===== config.mk =====
export PLATFORM = sky130hd
export DESIGN_NAME = bcd_serial_adder
export DESIGN_NICKNAME = d
export VERILOG_FILES = /design/src/rtl/bcd_serial_adder.sv
export SDC_FILE = /design/constraint.sdc
export NUM_CORES = 1
export LEC_CHECK = 0
export CAP_MARGIN = 20
export CELL_PAD_IN_SITES_DETAIL_PLACEMENT = 0
export CELL_PAD_IN_SITES_GLOBAL_PLACEMENT = 1
export CORE_UTILIZATION = 34
export DETAILED_ROUTE_END_ITERATION = 16
export PLACE_DENSITY_LB_ADDON = 0.1
export RECOVER_POWER = 50
export SLEW_MARGIN = 10
export SYNTH_ARGS = -nofsm -noshare
export SYNTH_HDL_FRONTEND = slang
export SYNTH_SLANG_ARGS = --single-unit

===== constraint.sdc =====
create_clock -name CLOCK_50 -period 3.4 [get_ports CLOCK_50]
set_input_delay 0.51 -clock CLOCK_50 [delete_from_list [all_inputs] [get_ports CLOCK_50]]
set_output_delay 0.51 -clock CLOCK_50 [all_outputs]
set_load 0.005 [all_outputs]

===== src/rtl/bcd_serial_adder.sv =====
// Digit-serial BCD adder, LSD first, with direct seven-segment outputs.
// Optional ten's-complement subtract mode is built when BCD_SUB_EN is defined.
module bcd_serial_adder #(
    parameter int DIGITS = 4
) (
    input  logic                    CLOCK_50,
    input  logic                    resetn,
    input  logic                    start,
`ifdef BCD_SUB_EN
    input  logic                    sub,
`endif
    input  logic [4*DIGITS-1:0]     a_bcd,
    input  logic [4*DIGITS-1:0]     b_bcd,
    input  logic                    cin,
    output logic                    busy,
    output logic                    done,
    output logic [4*DIGITS-1:0]     sum_bcd,
    output logic                    cout,
    output logic                    err,
    output logic [7*(DIGITS+1)-1:0] HEX
);

    localparam int IW = (DIGITS > 1) ? $clog2(DIGITS) : 1;
    localparam logic [IW-1:0] LAST = IW'(DIGITS - 1);

    typedef enum logic [1:0] {
        S_IDLE,
        S_ADD,
        S_FIN
    } state_t;

    state_t              state_q;
    logic [4*DIGITS-1:0] a_q;
    logic [4*DIGITS-1:0] b_q;
    logic [4*DIGITS-1:0] sum_q;
    logic [IW-1:0]       idx_q;
    logic                c_q;
    logic                busy_q;
    logic                done_q;
    logic                cout_q;
    logic                err_q;

    logic                bad_d;
    logic [4*DIGITS-1:0] b_d;
    logic                c_d;
    logic [3:0]          a_dig;
    logic [3:0]          b_dig;
    logic [4:0]          t_d;
    logic                cnxt_d;
    logic [3:0]          dig_d;

    // Operand screening and B/carry-in preparation at acceptance time
    always_comb begin
        bad_d = 1'b0;
        for (int k = 0; k < DIGITS; k++) begin
            if (a_bcd[4*k+:4] > 4'd9 || b_bcd[4*k+:4] > 4'd9)
                bad_d = 1'b1;
        end
`ifdef BCD_SUB_EN
        b_d = b_bcd;
        for (int k = 0; k < DIGITS; k++) begin
            if (sub)
                b_d[4*k+:4] = 4'd9 - b_bcd[4*k+:4];
        end
        c_d = sub | cin;
`else
        b_d = b_bcd;
        c_d = cin;
`endif
    end

    always_comb begin
        a_dig = 4'd0;
        b_dig = 4'd0;
        for (int k = 0; k < DIGITS; k++) begin
            if (idx_q == IW'(k)) begin
                a_dig = a_q[4*k+:4];
                b_dig = b_q[4*k+:4];
            end
        end
        t_d    = {1'b0, a_dig} + {1'b0, b_dig} + {4'd0, c_q};
        cnxt_d = (t_d > 5'd9);
        // Low nibble of t+6 is the decimal-corrected digit
        dig_d  = cnxt_d ? (t_d[3:0] + 4'd6) : t_d[3:0];
    end

    always_ff @(posedge CLOCK_50 or negedge resetn) begin
        if (!resetn) begin
            state_q <= S_IDLE;
            a_q     <= '0;
            b_q     <= '0;
            sum_q   <= '0;
            idx_q   <= '0;
            c_q     <= 1'b0;
            busy_q  <= 1'b0;
            done_q  <= 1'b0;
            cout_q  <= 1'b0;
            err_q   <= 1'b0;
        end else begin
            done_q <= 1'b0;
            unique case (state_q)
                S_IDLE: begin
                    if (start) begin
                        a_q    <= a_bcd;
                        b_q    <= b_d;
                        sum_q  <= '0;
                        cout_q <= 1'b0;
                        idx_q  <= '0;
                        if (bad_d) begin
                            err_q   <= 1'b1;
                            c_q     <= 1'b0;
                            state_q <= S_FIN;
                        end else begin
                            err_q   <= 1'b0;
                            c_q     <= c_d;
                            busy_q  <= 1'b1;
                            state_q <= S_ADD;
                        end
                    end
                end
                S_ADD: begin
                    for (int k = 0; k < DIGITS; k++) begin
                        if (idx_q == IW'(k))
                            sum_q[4*k+:4] <= dig_d;
                    end
                    c_q   <= cnxt_d;
                    idx_q <= idx_q + 1'b1;
                    if (idx_q == LAST)
                        state_q <= S_FIN;
                end
                S_FIN: begin
                    busy_q  <= 1'b0;
                    done_q  <= 1'b1;
                    cout_q  <= c_q;
                    state_q <= S_IDLE;
                end
                default: state_q <= S_IDLE;
            endcase
        end
    end

    function automatic logic [6:0] seg7(input logic [3:0] d);
        logic [6:0] s;
        case (d)
            4'd0:    s = 7'b0000001;
            4'd1:    s = 7'b1001111;
            4'd2:    s = 7'b0010010;
            4'd3:    s = 7'b0000110;
            4'd4:    s = 7'b1001100;
            4'd5:    s = 7'b0100100;
            4'd6:    s = 7'b0100000;
            4'd7:    s = 7'b0001111;
            4'd8:    s = 7'b0000000;
            4'd9:    s = 7'b0000100;
            default: s = 7'b1111111;
        endcase
        return s;
    endfunction

    always_comb begin
        HEX = '1;
        if (!err_q) begin
            for (int k = 0; k < DIGITS; k++)
                HEX[7*k+:7] = seg7(sum_q[4*k+:4]);
            HEX[7*DIGITS+:7] = seg7({3'b000, cout_q});
        end
    end

    assign busy    = busy_q;
    assign done    = done_q;
    assign sum_bcd = sum_q;
    assign cout    = cout_q;
    assign err     = err_q;

endmodule


==> summary.txt <==
Finish
  – Count of fill cells added during filler insertion: 1,011
  – Final design utilization: 48.8%
  – Multi-input gate area in the final layout: 2190 um2
  – Post-Layout Cell Count: 626
  – Synthesis-to-layout area growth: 37.5%
  – Share of layout cells above drive strength 1: 19.2%
  – Sequential standard cell area: 1430 um2
  – Net count of the finished layout: 553
  – Antenna fix cells: 0

Clocking
  – Number of CTS-inserted buffers: 9
  – H-tree lvl count: 3
  – Worst skew pair latency: 340 ps
  – Clk sink count: 57
  – CTS tree: yes
  – Root buf cell: sky130_fd_sc_hd__clkbuf_8
  – Post-cts hold buffer count: 0
  – Clock transition at the registers of the reported paths: 70 ps
  – Max clock buf depth: 2

GRT
  – Total grt overflow: 0
  – Initial antenna violation count: 0
  – Largest net degree at the start of global routing: 35
  – Number of global-route vias before repair: 2,967
  – First-pass GRT wire length: 14,700 um
  – Total track usage: 16.6%

Yosys
  – Fraction of the mapped netlist area in simple logic gates: 12.5%
  – Number of synthesis warnings: 0
  – Seq/Total Area, Yosys: 38.4%
  – Async set-or-reset flop fraction in the synthesized netlist: 100%
  – Cell Area, Synth: 3710 um2
  – Count of distinct cell types in the synthesized netlist: 39
  – Synth Instances: 392
  – Multiplexer fraction of the synthesized cell area: 11.4%
  – Dominant register cell in the synthesized netlist: sky130_fd_sc_hd__dfrtp_1
  – Syn Area/Cell: 9.47 um2
  – Combinational family with the most area after synthesis: compound AO/OA/AOI/OAI gates
  – Number of enable flip-flop cells after synthesis: 0
  – Synthesized net count: 459
  – Fraction of synthesized cell area in xor and xnor cells: 1.15%
  – Post-synthesis sequential element count: 57
  – Adder and majority cell fraction of the synthesized area: 10.8%
  – Post-synthesis compound-gate area fraction: 20.3%

Critical path
  – Longest individual stage delay on the worst path: 420 ps
  – Slowest CP cell: sky130_fd_sc_hd__dfrtp_1
  – Critical Path RT: 3620 ps
  – Critical path launch point type: register
  – Class of the most critical setup path: reg -> reg
  – Crit path buf inv count: 2
  – Arrival time reported for the critical path endpoint: 3710 ps
  – Max FO, Critical Path: 4
  – Sequence of cells on the critical path: inv_2 -> ha_4 -> nor2b_4 -> a221oi_2 -> nor3_1 -> a21oi_1 -> fa_2 -> inv_2 -> fa_2 -> xnor2_4 -> ha_2 -> nand2b_1 -> a22o_1 -> o31a_1 -> mux2i_2 -> a32o_1
  – Largest delay share family, worst path: compound AO/OA/AOI/OAI gates
  – Endpoint class of the critical path: register

Floorplanning
  – Area of the core: 10,500 um2
  – Height of the die: 107 um
  – Number of placement rows: 37
  – Ports placed on the boundary: 91
  – Overall die width: 107 um
  – Initial core utilization: 35.5%
  – Area enclosed by the die boundary: 11,300 um2

Pwr
  – Static leakage power: 2.16 nW
  – Power per unit of standard cell area: 491 nW/um2
  – Worst supply voltage drop on vdd: 0.000265 V

Routing
  – Via count normalized by instance count: 4.92
  – Number of routed nets with antenna violations: 0
  – Via count: 3,080
  – Detailed Route WL: 8980 um
  – DRC violation total after the first TritonRoute iteration: 74
  – Remaining routing DRC violations: 0
  – First drt pass iteration count: 4
  – Post-detailed-route wirelength per cell: 14.3 um

Status
  – Result of the run: finished, violations left
  – Violations in the final reports: capacitance limit, slew limit, setup timing

Timing
  – Sum of negative setup slack: -385 ps
  – Min setup slack post-route: -85.6 ps
  – Relative slew slack: -25.0%
  – Max Clock Skew: 12.7 ps
  – Pin slew with the least headroom to its limit: 1880 ps
  – Post-layout minimum cycle time: 3490 ps
  – Fin. max-slew vios: 35
  – Count of endpoints failing setup in the final report: 7
  – Final clock period utilization by the worst path: 103%
  – RSZ-0062 raised after global routing: true
  – Final hold viol count: 0
  – Max frequency: 287 MHz

Placement
  – Count of input and output buffers: 89
  – Half-perimeter wire length after placement: 6700 um
  – Placed Instances: 609
  – Routability congestion estimate: 0.780

Job
  – Max-cap violations: 1

Worst hold path
  – Path type of the worst min-delay path: reg -> reg
==> power by group <==
part | internal, W | switching, W
logic | 0.000533 | 0.000462
clock network | 0.000413 | 0.000265
registers | 0.000760 | 0.0000734
==> cell usage after synthesis (6+ instances only) <==
master / instances / area, um2
sky130_fd_sc_hd__mux2_2: 32 / 360
sky130_fd_sc_hd__clkbuf_1: 18 / 67.6
sky130_fd_sc_hd__a21oi_1: 34 / 170
sky130_fd_sc_hd__inv_1: 18 / 67.6
sky130_fd_sc_hd__a32o_1: 6 / 60.1
sky130_fd_sc_hd__dfrtp_1: 57 / 1430
sky130_fd_sc_hd__buf_4: 6 / 45.0
sky130_fd_sc_hd__nor3_1: 6 / 30.0
sky130_fd_sc_hd__nor2_1: 27 / 101
sky130_fd_sc_hd__nor2b_1: 6 / 37.5
sky130_fd_sc_hd__nand2b_1: 15 / 93.8
sky130_fd_sc_hd__o21ai_0: 31 / 155
sky130_fd_sc_hd__ha_1: 29 / 363
sky130_fd_sc_hd__o21bai_1: 24 / 180
sky130_fd_sc_hd__nand2_1: 29 / 109
==> sequential cells by signal (all words and copies together), names as in the netlist <==
register / flops
a_q: 16
b_q: 16
busy: 1
c_q: 1
cout: 1
done: 1
err: 1
idx_q: 2
state_q: 2
sum_bcd: 16
==> worst reg2reg max path: cells and delay by family (launching register included) <==
family / cells / cell delay (ps)
adder cells (fa/ha/maj): 4 / 970
buffers and inverters: 2 / 120
AO/OA/AOI/OAI: 5 / 1230
flip-flops: 1 / 420
XOR/XNOR: 1 / 170
multiplexers: 1 / 210
AND/OR/NAND/NOR: 3 / 250
==> cell families after synthesis <==
group                      count (synthesis)
muxes                                     38
DFF                                       57
AOI/OAI and AO/OA                        119
and+or+nand+nor                           97
xor gates and xnor gates                   4
buffers and inverters                     45
adders and majority gates                 31
other                                      1
==> timing repair <==
action / CTS / global route
setup buffers: 2 / 0
pin swaps: 4 / 6
setup endpoints to repair: 8 / 12
resized for setup: 5 / 8
==> final timing paths <==
| kind | end | start | cells after the start | slack, ps |
|---|---|---|---|---|
| min in group asynchronous | a_q[2] | resetn | 1 | 670 |
| hold reg to reg | a_q[13] | a_q[13] | 1 | 510 |
| hold / removal | a_q[13] | a_q[13] | 1 | 510 |
| setup reg to reg | sum_bcd[10] | idx_q[0] | 16 | -90 |
| setup / recovery | sum_bcd[10] | idx_q[0] | 16 | -90 |
| max in group asynchronous | a_q[12] | resetn | 2 | 1280 |
==> cells in the final DEF (no fill, tap or decap), drive strengths merged, types with 2 or more instances in the layout <==
cell type / Yosys / layout
xnor2: 4 / 4
mux2: 32 / 32
nor2: 27 / 27
or2: 3 / 3
a32o: 6 / 6
a21o: 3 / 3
o31ai: 3 / 3
a21oi: 34 / 34
o21bai: 24 / 24
nand2b: 15 / 15
nand4: 2 / 2
nand3b: 4 / 4
a22o: 5 / 5
o21ai: 31 / 31
inv: 18 / 18
nand2: 29 / 29
a22oi: 5 / 5
mux2i: 6 / 6
buf: 9 / 19
a221oi: 2 / 2
and2: 2 / 2
a211oi: 2 / 2
clkbuf: 18 / 16
clkdlybuf4s50: 0 / 73
dfrtp: 57 / 57
ha: 29 / 29
nor2b: 6 / 6
dlygate4sd3: 0 / 15
nor3: 6 / 6
fa: 2 / 2
==> per-stage QoR <==
stage	worst slack, ps	power, W	hold WS [ps]	area [um2]
after floorplan	-33.1	0.00142	214	3790
after global placement	-32.8	0.00176	492	4840
after detailed placement	-130	0.00177	496	4840
after CTS	-115	0.00249	270	5080
after global routing	-267	0.00267	525	5100
final	-85.6	0.00251	509	5100
==> per-layer routing <==
layer  up-vias  part of all wire, %  global-route usage (%)
li1       1566                    -                       -
met1      1447                   46                    20.9
met2        58                   49                    28.3
met3         9                  3.3                    2.45
met4         0                  1.4                    7.05
met5         -                    0                       0
==> layout make-up <==
cell class,count,share of cell area (%)
sequential,57,27.9
timing repair buffer,110,20.3
tap,136,3.33
clock buffer,13,3.50
clock inverter,2,0.686
multi-input combinational,290,42.9
inverter,18,1.32
Power figures use the tool's default switching activity.
